`src/rtl/mux4_rr_arbiter_if.sv`:
```
// ---------------------------------------------------------------------------
// mux4_rr_arbiter_if
// Bundle of the requester-side and output-side signals of mux4_rr_arbiter.
//   req       : per-requester word-valid flags
//   in_data   : four packed W-bit lanes, lane i at in_data[i*W +: W]
//   gnt       : one-hot capture strobe back to the requesters
//   sel       : current owner index (registered mux select)
//   out_data  : registered output word
//   out_valid : out_data holds an unconsumed word
//   out_ready : downstream accepts out_data this cycle
//   busy      : arbiter is inside a grant
// slave  = arbiter side, master = environment side.
// ---------------------------------------------------------------------------
interface mux4_rr_arbiter_if #(
  parameter int W = 2
) ();
  logic [3:0]     req;
  logic [4*W-1:0] in_data;
  logic [3:0]     gnt;
  logic [1:0]     sel;
  logic [W-1:0]   out_data;
  logic           out_valid;
  logic           out_ready;
  logic           busy;

  modport slave (
    input  req, in_data, out_ready,
    output gnt, sel, out_data, out_valid, busy
  );

  modport master (
    output req, in_data, out_ready,
    input  gnt, sel, out_data, out_valid, busy
  );
endinterface

```
`src/rtl/mux4_rr_arbiter.sv`:
```
// ---------------------------------------------------------------------------
// mux4_rr_arbiter
// Round-robin owner selection for a shared 4:1 word mux feeding one
// registered valid/ready output stage. An owner keeps the mux for at most
// BURST captured words, then arbitration passes on through one IDLE cycle.
// Ports:
//   clk   : system clock, rising edge
//   rst_n : asynchronous active-low reset
//   bus   : mux4_rr_arbiter_if.slave (req/in_data/gnt/sel/out_* /busy)
// ---------------------------------------------------------------------------
module mux4_rr_arbiter #(
  parameter int W     = 2,
  parameter int BURST = 4
) (
  input  logic                  clk,
  input  logic                  rst_n,
  mux4_rr_arbiter_if.slave      bus
);

  typedef enum logic {IDLE, GRANT} state_t;

  localparam logic [4:0] BEAT_LAST = 5'(BURST - 1);

  state_t       state_q,     state_d;
  logic [1:0]   sel_q,       sel_d;
  logic [1:0]   last_q,      last_d;
  logic [4:0]   beat_cnt_q,  beat_cnt_d;
  logic [W-1:0] out_data_q,  out_data_d;
  logic         out_valid_q, out_valid_d;

  logic [W-1:0] lane_word;
  logic         free;
  logic         capture;

  // First requester after 'last' in circular order. Offsets are walked from
  // farthest to nearest so the nearest hit is the one that sticks.
  function automatic logic [1:0] rr_pick(input logic [3:0] r, input logic [1:0] last);
    logic [1:0] idx;
    rr_pick = last;
    for (int k = 4; k >= 1; k--) begin
      idx = last + 2'(k);
      if (r[idx]) rr_pick = idx;
    end
  endfunction

  always_comb begin
    case (sel_q)
      2'd0:    lane_word = bus.in_data[0*W +: W];
      2'd1:    lane_word = bus.in_data[1*W +: W];
      2'd2:    lane_word = bus.in_data[2*W +: W];
      default: lane_word = bus.in_data[3*W +: W];
    endcase
  end

  assign free    = !out_valid_q || bus.out_ready;
  assign capture = (state_q == GRANT) && bus.req[sel_q] && free;

  always_comb begin
    state_d     = state_q;
    sel_d       = sel_q;
    last_d      = last_q;
    beat_cnt_d  = beat_cnt_q;
    out_data_d  = out_data_q;
    out_valid_d = out_valid_q;

    // Output stage: a capture overwrites (and thereby consumes) the old word;
    // otherwise a ready downstream drains it and the data value is kept.
    if (capture) begin
      out_data_d  = lane_word;
      out_valid_d = 1'b1;
    end else if (bus.out_ready) begin
      out_valid_d = 1'b0;
    end

    if (state_q == IDLE) begin
      if (|bus.req) begin
        sel_d      = rr_pick(bus.req, last_q);
        beat_cnt_d = 5'd0;
        state_d    = GRANT;
      end
    end else begin
      // Withdrawal releases the grant even while the output is stalled.
      if (!bus.req[sel_q]) begin
        last_d  = sel_q;
        state_d = IDLE;
      end else if (free) begin
        if (beat_cnt_q == BEAT_LAST) begin
          last_d     = sel_q;
          beat_cnt_d = 5'd0;
          state_d    = IDLE;
        end else begin
          beat_cnt_d = beat_cnt_q + 5'd1;
        end
      end
    end
  end

  // last resets to 3 so the first scan starts at requester 0.
  always_ff @(posedge clk or negedge rst_n) begin
    if (!rst_n) begin
      state_q     <= IDLE;
      sel_q       <= 2'd0;
      last_q      <= 2'd3;
      beat_cnt_q  <= 5'd0;
      out_data_q  <= '0;
      out_valid_q <= 1'b0;
    end else begin
      state_q     <= state_d;
      sel_q       <= sel_d;
      last_q      <= last_d;
      beat_cnt_q  <= beat_cnt_d;
      out_data_q  <= out_data_d;
      out_valid_q <= out_valid_d;
    end
  end

  assign bus.gnt       = capture ? (4'b0001 << sel_q) : 4'b0000;
  assign bus.sel       = sel_q;
  assign bus.out_data  = out_data_q;
  assign bus.out_valid = out_valid_q;
  assign bus.busy      = (state_q == GRANT);

endmodule

```
`src/flat_wrapper.sv`:
```
// flat-port wrapper written by rule: the top's interface ports become plain ports
module mux4_rr_arbiter_flat 
#(
  parameter int W     = 2,
  parameter int BURST = 4
)
  (clk, rst_n, bus_req, bus_in_data, bus_out_ready, bus_gnt, bus_sel, bus_out_data, bus_out_valid, bus_busy);
  mux4_rr_arbiter_if #(.W(W)) bus_i ();
  input  logic clk;
  input  logic rst_n;
  input wire logic [$bits(bus_i.req)-1:0] bus_req;
  input wire logic [$bits(bus_i.in_data)-1:0] bus_in_data;
  input wire logic [$bits(bus_i.out_ready)-1:0] bus_out_ready;
  output wire logic [$bits(bus_i.gnt)-1:0] bus_gnt;
  output wire logic [$bits(bus_i.sel)-1:0] bus_sel;
  output wire logic [$bits(bus_i.out_data)-1:0] bus_out_data;
  output wire logic [$bits(bus_i.out_valid)-1:0] bus_out_valid;
  output wire logic [$bits(bus_i.busy)-1:0] bus_busy;
  assign bus_i.req = bus_req;
  assign bus_i.in_data = bus_in_data;
  assign bus_i.out_ready = bus_out_ready;
  assign bus_gnt = bus_i.gnt;
  assign bus_sel = bus_i.sel;
  assign bus_out_data = bus_i.out_data;
  assign bus_out_valid = bus_i.out_valid;
  assign bus_busy = bus_i.busy;
  mux4_rr_arbiter #(.W(W), .BURST(BURST)) u_core (.clk(clk), .rst_n(rst_n), .bus(bus_i));
endmodule
```
`config.mk`:
```
export PLATFORM = sky130hd
export DESIGN_NAME = mux4_rr_arbiter_flat
export DESIGN_NICKNAME = d
export VERILOG_FILES = /design/src/rtl/mux4_rr_arbiter_if.sv /design/src/rtl/mux4_rr_arbiter.sv /design/src/flat_wrapper.sv
export SDC_FILE = /design/constraint.sdc
export NUM_CORES = 1
export LEC_CHECK = 0
export CELL_PAD_IN_SITES_DETAIL_PLACEMENT = 0
export CELL_PAD_IN_SITES_GLOBAL_PLACEMENT = 1
export CORE_MARGIN = 2
export CORE_UTILIZATION = 36
export CTS_CLUSTER_DIAMETER = 30
export DETAILED_ROUTE_END_ITERATION = 6
export MAX_ROUTING_LAYER = met4
export PLACE_DENSITY = 0.79
export SKIP_LAST_GASP = 1
export SLEW_MARGIN = 0
export SYNTH_ARGS = -nofsm -noshare
export SYNTH_HDL_FRONTEND = slang
export SYNTH_SLANG_ARGS = --single-unit
```
`constraint.sdc`:
```
create_clock -name clk -period 3.15 [get_ports clk]
set_input_delay 0.63 -clock clk [delete_from_list [all_inputs] [get_ports clk]]
set_output_delay 0.63 -clock clk [all_outputs]
set_load 0.01 [all_outputs]
```
==> results.cfg <==
[sta]
setup_viol = 0
final.setup.tns_ns = 0
fin_crit_sh_pct = 94.40
slew-limit-headroom_pct = 61.65
hold_viol_final = 0
fin_skew_ns = 0.001279
fmax_mhz = 336.3
final_max_slew_viol_count = 0
rsz0062_at_grt = no
tightest_slew_ns = 0.5734
fin_crit_ns = 2.974

[synthesis]
mappedNetlistArea_sq_um = 803.3
yosysWarningCount = 0
synth-xor-area-share_pct = 0
synth-compound-area-share_pct = 14.95
netlist_instances = 83
synth_top_family_by_area = simple AND/OR/NAND/NOR gates
synth_seq_cells = 13
synth_fp_nets = 99
synthSimpleGateAreaFrac_pct = 21.18
synth-adder-area-share_pct = 1.558
syn_avg_cell_area_sq_um = 9.678
yosysUniqueCellTypes = 31
synthMuxAreaShare_pct = 16.36
ys_seq_area_share_pct = 40.81

[detailed_routing]
antenna_left = 0
drcViolationCount = 0
routed-wl-met3_um = 126
totalWireLength_um = 1908
post_drt_wl_per_cell_um = 13.73
top_layer = met4
m1WireLength_um = 846
drt_first_pass_iters = 4
drt_iter0_markers = 11
routed-via-count = 735
wl_met2_um = 919
via_per_inst = 5.288

[worst_setup_path]
cp.required_ns = 2.52
crit_arrival_ns = 2.34
crit_path_end_kind = output port
critical_path.startpoint_type = primary input
critical_path_class = primary input to output port
crit_fanout = 5

[power]
switching_share_pct = 39.27
ir_drop_mv = 0.3664
powerDensity_nw_per_um2 = 863.2
power.share.combinational_pct = 53.7
clockPowerShare_pct = 10.6
p_int_mw = 0.5870
p_sw_mw = 0.3796
p_leak_nw = 0.4626
seq_power_share_pct = 35.6

[clocking]
clock_latency_ns = 0.27
cts_tree = built
clkSinkCount = 13
cts_buffers = 3
hold_buffers = 0
post_cts_resized = 0
path_clk_slew_ns = 0.08
cts_setup_buffers = 0
clockRootBuffer = clkbuf_4
ctsHtreeMaxLevel = 1
clockBufferDepth = 2

[finish]
utilization_pct = 51.61
drive_above_1_share_pct = 17.12
synthToLayoutAreaGrowth_pct = 39.41
finalNonFillerCells = 139
diodes = 0
layout.nets = 128
fillers = 212
design_area_sq_um = 1120

[floorplanning]
io_pins = 25
die_area_sq_um = 2625
row_count = 17
die_x_um = 51.24
die_h_um = 51.24
start_util_pct = 37.02
core_area_sq_um = 2170

[placed_design]
dpl_cell_area_sq_um = 1094
post-place-cells = 135
io_buffer_count = 24
gp_congestion = 0.7572
dp_hpwl_um = 1530

[grt]
antenna_found_initial = 0
grt_max_degree = 14
grt_pass1_wl_um = 3174
track_usage_pct = 16.84
grt_pass1_vias = 706
gr-total-overflow = 0

[flow_run]
max-cap-violations = 0

[worst_hold_path]
hold_path_class = flop to flop

[run_status]
status = complete, no violations
==> worst max-delay path, cell delays in order <==
cell	delay [ns]
clkdlybuf4s50_1	0.54
mux4_2	0.30
nand3_2	0.10
nor3b_1	0.21
clkdlybuf4s50_1	0.56
==> path summary, 6_finish.rpt <==
check                                     start                     end  slack [ns]  depth (start not counted)
max                                  bus_req[0]              bus_gnt[2]        0.18                          5
min                        u_core.beat_cnt_q[4]    u_core.beat_cnt_q[4]        0.49                          1
max reg2reg                u_core.beat_cnt_q[0]        u_core.last_q[1]        1.31                          5
min reg2reg                u_core.beat_cnt_q[4]    u_core.beat_cnt_q[4]        0.49                          1
max in group asynchronous                 rst_n        u_core.last_q[1]        2.06                          1
min in group asynchronous                 rst_n  u_core.bus.out_data[0]        0.72                          1
==> layout make-up <==
class / count / area, sq um / area share, %
repair buffers: 29 / 277.8 / 24.80
inverters: 5 / 18.77 / 1.676
clock buffers: 4 / 26.28 / 2.346
well taps: 28 / 35.03 / 3.129
flip-flops and latches: 13 / 327.8 / 29.27
multi-input cells: 60 / 434.2 / 38.77
==> flip-flops by register name, indices dropped and copies added (netlist names) <==
signal	flops
u_core.bus.out_valid	1
u_core.bus.sel	2
u_core.beat_cnt_q	5
u_core.bus.out_data	2
u_core.last_q	2
u_core.bus.busy	1
==> stage by stage <==
step / total power, mW / hold WS (ns) / setup WS (ns)
4_1_cts: 0.9823 / 0.4965 / 0.1764
2_1_floorplan: 0.6654 / 0.3344 / 1.137
3_3_place_gp: 0.8628 / 0.4837 / 0.1839
6_report: 0.9667 / 0.4928 / 0.1763
5_1_grt: 1.051 / 0.5256 / 0.06762
3_5_place_dp: 0.8749 / 0.4799 / 0.1824
==> cells by family after synthesis <==
family / count (synthesis)
AO/OA/AOI/OAI: 19
flip-flops: 13
adder cells (fa/ha/maj): 1
AND/OR/NAND/NOR: 31
multiplexers: 9
buffers and inverters: 10
==> routing by layer <==
layer,vias to the layer above,global-route usage [%]
met2,28,28.35
met5,-,-
met1,344,19.59
met4,0,6.579
li1,361,-
met3,2,3.801
==> synth_stat cells <==
cell type  number  area (sq um)
dfrtp_1        11         275.3
nand2_1         8         30.03
inv_1           5         18.77
a21oi_1         4         20.02
clkbuf_1        4         15.01
nand2b_1        4         25.02
nand3_1         4         20.02
nor3_1          4         20.02
o21ai_0         4         20.02
a31oi_1         3         18.77
mux2_2          3         33.78
mux2i_1         3         30.03
mux4_2          3         67.56
nor2_1          3         11.26
dfstp_2         2         52.55
nor3b_1         2         15.01
nor4_1          2         12.51
a211oi_1        1         7.510
a21boi_0        1         7.510
a21o_1          1         7.510
a2bb2oi_1       1         8.760
and3_4          1         11.26
buf_4           1         7.510
ha_1            1         12.51
nand3_2         1         10.01
nor4b_1         1         8.760
o211ai_1        1         7.510
o22ai_1         1         6.260
o2bb2ai_1       1         8.760
o31ai_1         1         7.510
or2_2           1         6.260
==> cell usage in the layout, fill, tap and decap left out, types with 4 or more instances in the layout <==
cell type,instances
clkdlybuf4s50_1,24
dfrtp_1,11
nand2_1,8
inv_1,5
buf_4,5
nand2b_1,4
nand3_1,4
nor3_1,4
o21ai_0,4
a21oi_1,4
==> power by group through the flow <==
stage / clock (mW) / combinational (mW) / sequential, mW
2_1_floorplan: 0 / 0.351 / 0.314
3_5_place_dp: 0 / 0.528 / 0.347
4_1_cts: 0.108 / 0.530 / 0.344
6_report: 0.103 / 0.519 / 0.345
3_3_place_gp: 0 / 0.517 / 0.345
5_1_grt: 0.115 / 0.575 / 0.361
(Power assumes the default switching activity.)
